`src/rtl/aes_gctr_ctrl.sv`:
```
// GCM counter-mode (GCTR) front end for aes_core_top.
// Builds counter blocks from J0 using inc32, sends one block at a time to the AES core,
// XORs the returned keystream with plaintext and presents the ciphertext to GHASH/output.
// Optional build macro GCTR_EKJ0_EN: computes E(K,J0) up front and presents it as the
// tag mask; when undefined the tag outputs are tied to zero.
//
// state | meaning
// IDLE  | waiting for i_start
// EKJ0  | (GCTR_EKJ0_EN) issue J0, wait for E(K,J0), pulse o_tag_valid
// GETPT | accepting the next plaintext block
// ISSUE | presenting the counter block, waiting for core ready
// WAIT  | waiting for the keystream from the core
// OUT   | holding ciphertext until downstream accepts it
module aes_gctr_ctrl #(
    parameter int RND_SIZE = 128,
    parameter int CTR_SIZE = 32
) (
    input  logic                clk,
    input  logic                rst_n,
    input  logic                i_start,
    input  logic [RND_SIZE-1:0] i_j0,
    input  logic [RND_SIZE-1:0] i_key,
    input  logic                i_pt_valid,
    output logic                o_pt_ready,
    input  logic [RND_SIZE-1:0] i_pt_data,
    input  logic                i_pt_last,
    input  logic [4:0]          i_pt_nbytes,
    output logic                o_ct_valid,
    input  logic                i_ct_ready,
    output logic [RND_SIZE-1:0] o_ct_data,
    output logic                o_ct_last,
    output logic                o_core_en,
    output logic [RND_SIZE-1:0] o_core_msg,
    output logic [RND_SIZE-1:0] o_core_key,
    input  logic                i_core_ready,
    input  logic                i_core_valid,
    input  logic [RND_SIZE-1:0] i_core_cypher,
    output logic                o_busy,
    output logic [RND_SIZE-1:0] o_tag_mask,
    output logic                o_tag_valid
);

    typedef enum logic [2:0] {
        S_IDLE  = 3'd0,
        S_EKJ0  = 3'd1,
        S_GETPT = 3'd2,
        S_ISSUE = 3'd3,
        S_WAIT  = 3'd4,
        S_OUT   = 3'd5
    } state_t;

    state_t              state, state_nxt;
    logic [RND_SIZE-1:0] ctr;
    logic [RND_SIZE-1:0] key_reg;
    logic [RND_SIZE-1:0] pt_reg;
    logic [RND_SIZE-1:0] ct_reg;
    logic                last_reg;
    logic [4:0]          nbytes_reg;

    // Keep bytes 0..n-1 (byte 0 in the MSBs); n = 0 means a full block.
    function automatic logic [127:0] byte_mask(input logic [4:0] nb);
        logic [127:0] m;
        int           n_eff;
        m     = '0;
        n_eff = (nb == 5'd0) ? 16 : int'(nb);
        for (int k = 0; k < 16; k++) begin
            m[127-8*k -: 8] = (k < n_eff) ? 8'hFF : 8'h00;
        end
        return m;
    endfunction

`ifdef GCTR_EKJ0_EN
    // 0: issue J0, 1: wait for E(K,J0), 2: tag pulse cycle
    logic [1:0]          ekj0_step;
    logic [RND_SIZE-1:0] tag_mask_reg;
    logic                tag_valid_reg;

    // E(K,J0) sub-sequence and tag mask register.
    always_ff @(posedge clk or negedge rst_n) begin
        if (!rst_n) begin
            ekj0_step     <= 2'd0;
            tag_mask_reg  <= '0;
            tag_valid_reg <= 1'b0;
        end else begin
            tag_valid_reg <= 1'b0;
            if (state == S_EKJ0) begin
                case (ekj0_step)
                    2'd0: if (i_core_ready) ekj0_step <= 2'd1;
                    2'd1: if (i_core_valid) begin
                        tag_mask_reg  <= i_core_cypher;
                        tag_valid_reg <= 1'b1;
                        ekj0_step     <= 2'd2;
                    end
                    default: ekj0_step <= 2'd0;
                endcase
            end else begin
                ekj0_step <= 2'd0;
            end
        end
    end

    assign o_tag_mask  = tag_mask_reg;
    assign o_tag_valid = tag_valid_reg;
`else
    assign o_tag_mask  = '0;
    assign o_tag_valid = 1'b0;
`endif

    // State register.
    always_ff @(posedge clk or negedge rst_n) begin
        if (!rst_n) state <= S_IDLE;
        else        state <= state_nxt;
    end

    // Next-state decode and handshake outputs.
    always_comb begin
        state_nxt  = state;
        o_pt_ready = 1'b0;
        o_core_en  = 1'b0;
        case (state)
            S_IDLE: begin
                if (i_start) begin
`ifdef GCTR_EKJ0_EN
                    state_nxt = S_EKJ0;
`else
                    state_nxt = S_GETPT;
`endif
                end
            end
`ifdef GCTR_EKJ0_EN
            S_EKJ0: begin
                o_core_en = (ekj0_step == 2'd0) && i_core_ready;
                if (ekj0_step == 2'd2) state_nxt = S_GETPT;
            end
`endif
            S_GETPT: begin
                o_pt_ready = 1'b1;
                if (i_pt_valid) state_nxt = S_ISSUE;
            end
            S_ISSUE: begin
                o_core_en = i_core_ready;
                if (i_core_ready) state_nxt = S_WAIT;
            end
            S_WAIT: begin
                if (i_core_valid) state_nxt = S_OUT;
            end
            S_OUT: begin
                if (i_ct_ready) state_nxt = last_reg ? S_IDLE : S_GETPT;
            end
            default: state_nxt = S_IDLE;
        endcase
    end

    // Counter, key, plaintext and ciphertext registers.
    always_ff @(posedge clk or negedge rst_n) begin
        if (!rst_n) begin
            ctr        <= '0;
            key_reg    <= '0;
            pt_reg     <= '0;
            ct_reg     <= '0;
            last_reg   <= 1'b0;
            nbytes_reg <= 5'd0;
        end else begin
            case (state)
                S_IDLE: if (i_start) begin
                    ctr     <= i_j0;
                    key_reg <= i_key;
                end
                S_GETPT: if (i_pt_valid) begin
                    pt_reg     <= i_pt_data;
                    last_reg   <= i_pt_last;
                    nbytes_reg <= i_pt_nbytes;
                    ctr        <= {ctr[RND_SIZE-1:CTR_SIZE], ctr[CTR_SIZE-1:0] + CTR_SIZE'(1)};
                end
                S_WAIT: if (i_core_valid) begin
                    ct_reg <= (pt_reg ^ i_core_cypher) &
                              (last_reg ? byte_mask(nbytes_reg) : {RND_SIZE{1'b1}});
                end
                default: ;
            endcase
        end
    end

    assign o_core_msg = ctr;
    assign o_core_key = key_reg;
    assign o_ct_data  = ct_reg;
    assign o_ct_valid = (state == S_OUT);
    assign o_ct_last  = (state == S_OUT) && last_reg;
    assign o_busy     = (state != S_IDLE);

endmodule

```
`config.mk`:
```
export PLATFORM = sky130hd
export DESIGN_NAME = aes_gctr_ctrl
export DESIGN_NICKNAME = d
export VERILOG_FILES = /design/src/rtl/aes_gctr_ctrl.sv
export SDC_FILE = /design/constraint.sdc
export NUM_CORES = 1
export LEC_CHECK = 0
export CAP_MARGIN = 20
export CORE_AREA = 2 2 401 403
export DETAILED_ROUTE_END_ITERATION = 8
export DIE_AREA = 0 0 403 405
export HOLD_SLACK_MARGIN = 0.1
export SYNTH_ARGS = -nofsm -noshare
export SYNTH_HDL_FRONTEND = slang
export SYNTH_SLANG_ARGS = --single-unit
```
`constraint.sdc`:
```
create_clock -name clk -period 2.4 [get_ports clk]
set_input_delay 0.6 -clock clk [delete_from_list [all_inputs] [get_ports clk]]
set_output_delay 0.6 -clock clk [all_outputs]
set_load 0.005 [all_outputs]
```
==> impl_metrics.ini, run 1 <==
[setup_path]
worst-path-buf-inv = 1
crit_fanout = 5
cp_slowest_cell = clkdlybuf4s50_1
r2r_slack_ps = 80
path_cells = clkdlybuf4s50_1
cp.required_ps = 1800
r2r_cells = 5
critPathKind = flip-flop to primary output
reg2reg_to = o_core_msg[27]$_DFFE_PN0P_
cp_slowest_stage_delay_ps = 600
arrival_ps = 1730
critPathCaptureType = primary output
critPathLaunchType = flip-flop
reg2reg_from = o_core_msg[7]$_DFFE_PN0P_
critical-path-top-delay-family = buffers and inverters

[logic_synthesis]
syn_avg_cell_area_um2 = 9.37
synth.top_cells.by_count = 1,034 x nand2_1, 521 x dfrtp_1, 140 x buf_4
ys_ff_latch = 521
synth_seq_area_share = 0.571
synth_top_area_share = 0.571
synth.distinct_cells = 63
synthFlopType = dfrtp_1
syn_inst = 2439
synthTopCellsByArea = dfrtp_1 57%, nand2_1 17%, buf_4 4.6%, a22o_1 3.8%, xor2_1 3.7%
synth_area_leader_cell = dfrtp_1
synthArstFlopShare = 1.00
yosysMostFrequentCell = nand2_1
synth_area_um2 = 22800
ys_warn_count = 0
synth_enable_flop_cells = 0

[timing]
max_slew_margin = 0.431
post-route-min-period_ps = 2330
tightest_slew_ps = 845
rsz0062_at_grt = yes
max_freq_ghz = 0.430
slew_viol_final = 0
finalSetupViolations = 0
fin_crit_sh = 0.970
finalHoldViolations = 0
fin_worst_skew_ps = 31.1

[cells_and_area]
final_cells = 5572
final_util = 0.235
area_growth_pct = 64.1
layout-drive-gt1-share = 0.0862
nets = 3957

[pwr]
pwr-share-seq = 0.336
switching_share = 0.367
clkPwrFrac = 0.229
p_switching_mw = 16.9
internal-power_mw = 29.1
p_per_area_nw_per_um2 = 1230
comb_power_share = 0.435
p_leak_nw = 16.9
max-vdd-ir-drop_mv = 0.622

[detailed_routing]
via_per_inst = 3.74
ant_nets = 0
wl_per_cell_um = 18.3
drt_iter0_drc = 1178
drtPass1Iterations = 6
vias = 20800
drc = 0
routed_wl_um = 102000

[clocking]
clk_pin_slew_worst_paths_ps = 60
cts-htree-levels = 3
cts.sinks = 521
cts_buffers = 66
insertion_delay_ps = 670
cts_tree = built
cts-root-buf = clkbuf_16
max-clock-path-buffers = 3

[global_route]
grt_pass1_wl_um = 145000
grt_max_degree = 84
antenna_found_initial = 13
grt_pass1_vias = 20900
grt-ovfl-total = 0
grt_usage = 0.120

[status]
status = completed

[floorplan]
die_area_um2 = 163000
core.rowCount = 147
die_x_um = 403
die_h_um = 405
ios = 1043
start_util = 0.143
core_um2 = 159000

[placed_design]
placed_cells = 5438
place_congestion = 0.916
hpwl_um = 79100
port_buffers = 913

[hold_path]
holdCritPathClass = input port to asynchronous set/reset pin

[job]
maxCapViolCount = 0
==> timing repair <==
action / 4_1_cts / 5_1_grt
gates cloned: 0 / 1
pin swaps: 4 / 2
hold buffers: 1 / 0
endpoints found under the hold margin: 18 / 0
setup endpoints to repair: 37 / 38
resized for setup: 62 / 5
buffers inserted: 8 / 2
==> how the worst max path moves through the flow <==
| stage | to | from | slack, ps | cells after the start |
|---|---|---|---|---|
| after CTS | o_busy | state[2]$_DFFE_PN0P_ | -60 | 4 |
| after detailed placement | o_core_msg[29]$_DFFE_PN0P_ | i_pt_valid | -270 | 5 |
| after floorplan | o_pt_ready | state[1]$_DFFE_PN0P_ | 460 | 5 |
| final | o_core_msg[1] | o_core_msg[1]$_DFFE_PN0P_ | 70 | 1 |
| after global placement | o_core_msg[29]$_DFFE_PN0P_ | i_pt_valid | -310 | 5 |
| after global routing | o_pt_ready | state[2]$_DFFE_PN0P_ | -30 | 3 |
==> power groups by stage <==
stage	combinational (mW)	sequential [mW]	clock, mW
2_1_floorplan	8.01	15.2	0
3_3_place_gp	19.9	15.4	0
3_5_place_dp	20.1	15.4	0
4_1_cts	20.2	15.4	10.9
5_1_grt	21.8	15.9	11.2
6_report	20.0	15.4	10.5
==> final cells by class <==
| class | instances | area, µm² |
|---|---|---|
| Antenna cell | 5 | 12.5 |
| Clock buffer | 97 | 1920 |
| Clock inverter | 21 | 390 |
| Fill cell | 17200 | 122000 |
| Inverter | 13 | 53.8 |
| Multi-Input combinational cell | 1763 | 8710 |
| Sequential cell | 521 | 13100 |
| Tap cell | 2086 | 2610 |
| Timing Repair Buffer | 1066 | 10800 |
==> metrics by stage <==
| step | setup slack, ps | cell area, µm² | power, mW | hold slack (ps) | TNS [ps] |
|---|---|---|---|---|---|
| final | 72.1 | 37500 | 46.0 | 429 | 0 |
| after floorplan | 462 | 23300 | 23.2 | 304 | 0 |
| after global routing | -29.8 | 37500 | 49.0 | 379 | -60.4 |
| after CTS | -59.6 | 37500 | 46.6 | 342 | -199 |
| after global placement | -314 | 35100 | 35.2 | 457 | -26150 |
| after detailed placement | -268 | 35100 | 35.5 | 461 | -30490 |
==> cell families after synthesis <==
logic type / synth area share
fa+ha+maj: 0.000547
xor+xnor: 0.0494
buf+inv: 0.0732
flops: 0.571
compound gates: 0.0985
other cells: 0.000164
mux: 0.00274
simple gates: 0.205
==> layout by cell type (no fill, tap or decap), types with 16 or more instances in the layout <==
master | netlist | layout
buf_12 | 0 | 37
o31ai_1 | 17 | 17
xnor2_1 | 33 | 33
clkdlybuf4s50_1 | 0 | 881
clkbuf_1 | 60 | 16
a21oi_1 | 32 | 30
conb_1 | 1 | 129
dlygate4sd2_1 | 0 | 24
nor4_1 | 21 | 21
a22o_1 | 98 | 98
clkbuf_16 | 0 | 67
xor2_1 | 96 | 96
buf_4 | 140 | 112
nand2_1 | 1034 | 1032
nand3_1 | 22 | 22
o21ai_0 | 124 | 124
nor2_1 | 18 | 18
dfrtp_1 | 521 | 511
==> metal layers <==
metal  wire [µm]  global-route usage  up-vias
li1            -                   -     9683
met1       42200               0.148    10100
met2       48800               0.199      858
met3        8190              0.0322      151
met4        2970              0.0419        8
met5          48                   0        -
No activity file was read; power rests on OpenSTA's default activity.
==> run 2: changes to the inputs <==
CORE_AREA = 5 5 404 406   (was 2 2 401 403)
DIE_AREA = 0 0 409 411   (was 0 0 403 405)
==> run 2 against run 1 <==
Setup slack improved by 9.8 ps. Critical path depth unchanged. Final area is 0.45% lower. Fmax increased by 0.42%. Combinational power barely moved. Critical endpoint is now o_core_msg[0]. Highest routed layer unchanged.
==> impl_metrics.ini, run 2 (synthesized netlist as in run 1, its figures left out) <==
[pwr]
finalPower_mw = 46.1
max-vdd-ir-drop_mv = 0.563
p_leak_nw = 16.9
p_per_area_nw_per_um2 = 1240

[detailed_routing]
drtPass1Iterations = 5
vias = 20900
drc = 0
wl_per_cell_um = 19.7
drt_iter0_drc = 1368
ant_nets = 0
via_per_inst = 3.76
routed_wl_um = 110000

[setup_path]
critical-path-top-delay-family = buffers and inverters
critPathKind = flip-flop to primary output
critPathLaunchType = flip-flop
crit_fanout = 6
cp_slowest_stage_delay_ps = 600
cp.required_ps = 1800
cp_slowest_cell = clkdlybuf4s50_1
path_cells = clkdlybuf4s50_1
arrival_ps = 1720
worst-path-buf-inv = 1
critPathCaptureType = primary output

[clocking]
cts-htree-levels = 3
clk_pin_slew_worst_paths_ps = 60
cts_buffers = 67
max-clock-path-buffers = 3
cts_tree = built
insertion_delay_ps = 640
cts.sinks = 521
cts-root-buf = clkbuf_16

[placed_design]
hpwl_um = 87400
place_congestion = 0.932
port_buffers = 913
place_area_um2 = 35000

[cells_and_area]
area_growth_pct = 63.4
layout-drive-gt1-share = 0.0830
nets = 3946
design_area_um2 = 37300
final_util = 0.234
mostFrequentLayoutCell = nand2_1
layout_common_cells = 1,033 x nand2_1, 874 x clkdlybuf4s50_1, 512 x dfrtp_1

[floorplan]
die_x_um = 409
ios = 1043
core.rowCount = 147
die_area_um2 = 168000
core_um2 = 159000
die_h_um = 411
start_util = 0.143

[status]
status = completed

[timing]
max_freq_ghz = 0.431
post-route-min-period_ps = 2320
max_slew_margin = 0.507
slew_viol_final = 0
holdWs_ps = 468
fin_crit_sh = 0.966
rsz0062_at_grt = yes
fin_worst_skew_ps = 40.5
finalSetupViolations = 0
tightest_slew_ps = 740
finalHoldViolations = 0

[global_route]
antenna_found_initial = 26
grt-ovfl-total = 0
grt_pass1_wl_um = 154000
grt_usage = 0.125
grt_pass1_vias = 21200
grt_max_degree = 59

[hold_path]
holdCritPathClass = flip-flop to flip-flop

[job]
maxCapViolCount = 0
## run 2: cell count changes in the layout (fill, tap and decap cells not counted), sizes merged
cell           delta
dlygate4sd2       +7
bufinv            +1
buf              -11
clkinv            +1
inv               +5
clkinvlp          -1
diode             +6
clkbuf            -7
clkdlybuf4s50     -7
## run 2: through the flow
step | TNS (ps) | setup slack, ps | std cells
finish | 0 | 81.8 | 5566
global route | -63.6 | -35.3 | 5558
CTS | -34.0 | -34.0 | 5553
detailed placement | -59390 | -306 | 5433
global placement | -45100 | -270 | 5433
floorplan | 0 | 462 | 2567
## run 2: per-layer routing
metal,vias to the layer above,share of wire,GRT usage
met2,887,0.47,0.203
met1,10200,0.42,0.157
met3,144,0.088,0.0423
met4,16,0.024,0.0344
met5,-,0.00087,0
li1,9673,-,-
## run 2: layout make-up
cell class                 count  area (µm²)
multi-input combinational   1763        8710
fill                       17200      122000
sequential                   521       13000
clock buffer                  91        1870
antenna                       11        27.5
clock inverter                27         442
inverter                      13        48.8
timing repair buffer        1054       10600
tap                         2086        2610
## run 2: tightest hold or removal path, cell delays in order, from the launching register on
cell	delay (ps)
dfrtp_1	340
nand2_1	50
nand2_1	50
## run 2: path summary, 6_finish.rpt
path / startpoint / end / slack (ps) / cells after the start
max in group asynchronous: rst_n / pt_reg[61]$_DFFE_PN0P_ / 1030 / 3
min reg2reg: o_core_key[76]$_DFFE_PN0P_ / o_core_key[76]$_DFFE_PN0P_ / 470 / 2
max reg2reg: state[0]$_DFFE_PN0P_ / o_core_msg[17]$_DFFE_PN0P_ / 100 / 6
max: o_core_msg[0]$_DFFE_PN0P_ / o_core_msg[0] / 80 / 1
min: o_core_key[76]$_DFFE_PN0P_ / o_core_key[76]$_DFFE_PN0P_ / 470 / 2
min in group asynchronous: rst_n / pt_reg[31]$_DFFE_PN0P_ / 530 / 2
## run 2: what timing repair did
| item | 4_1_cts | 5_1_grt |
|---|---|---|
| hold buffers | 1 | 0 |
| endpoints found under the setup margin | 42 | 11 |
| resized for setup | 61 | 2 |
| hold endpoints to repair | 32 | 0 |
| gates cloned | 0 | 0 |
| buffers inserted | 1 | 2 |
| pin swaps | 1 | 1 |
## run 2: power breakdown
part	switching (mW)	total, mW	internal, mW
Combinational	9.93	19.9	10.0
Sequential	2.88	15.6	12.7
Clock	4.34	10.6	6.23
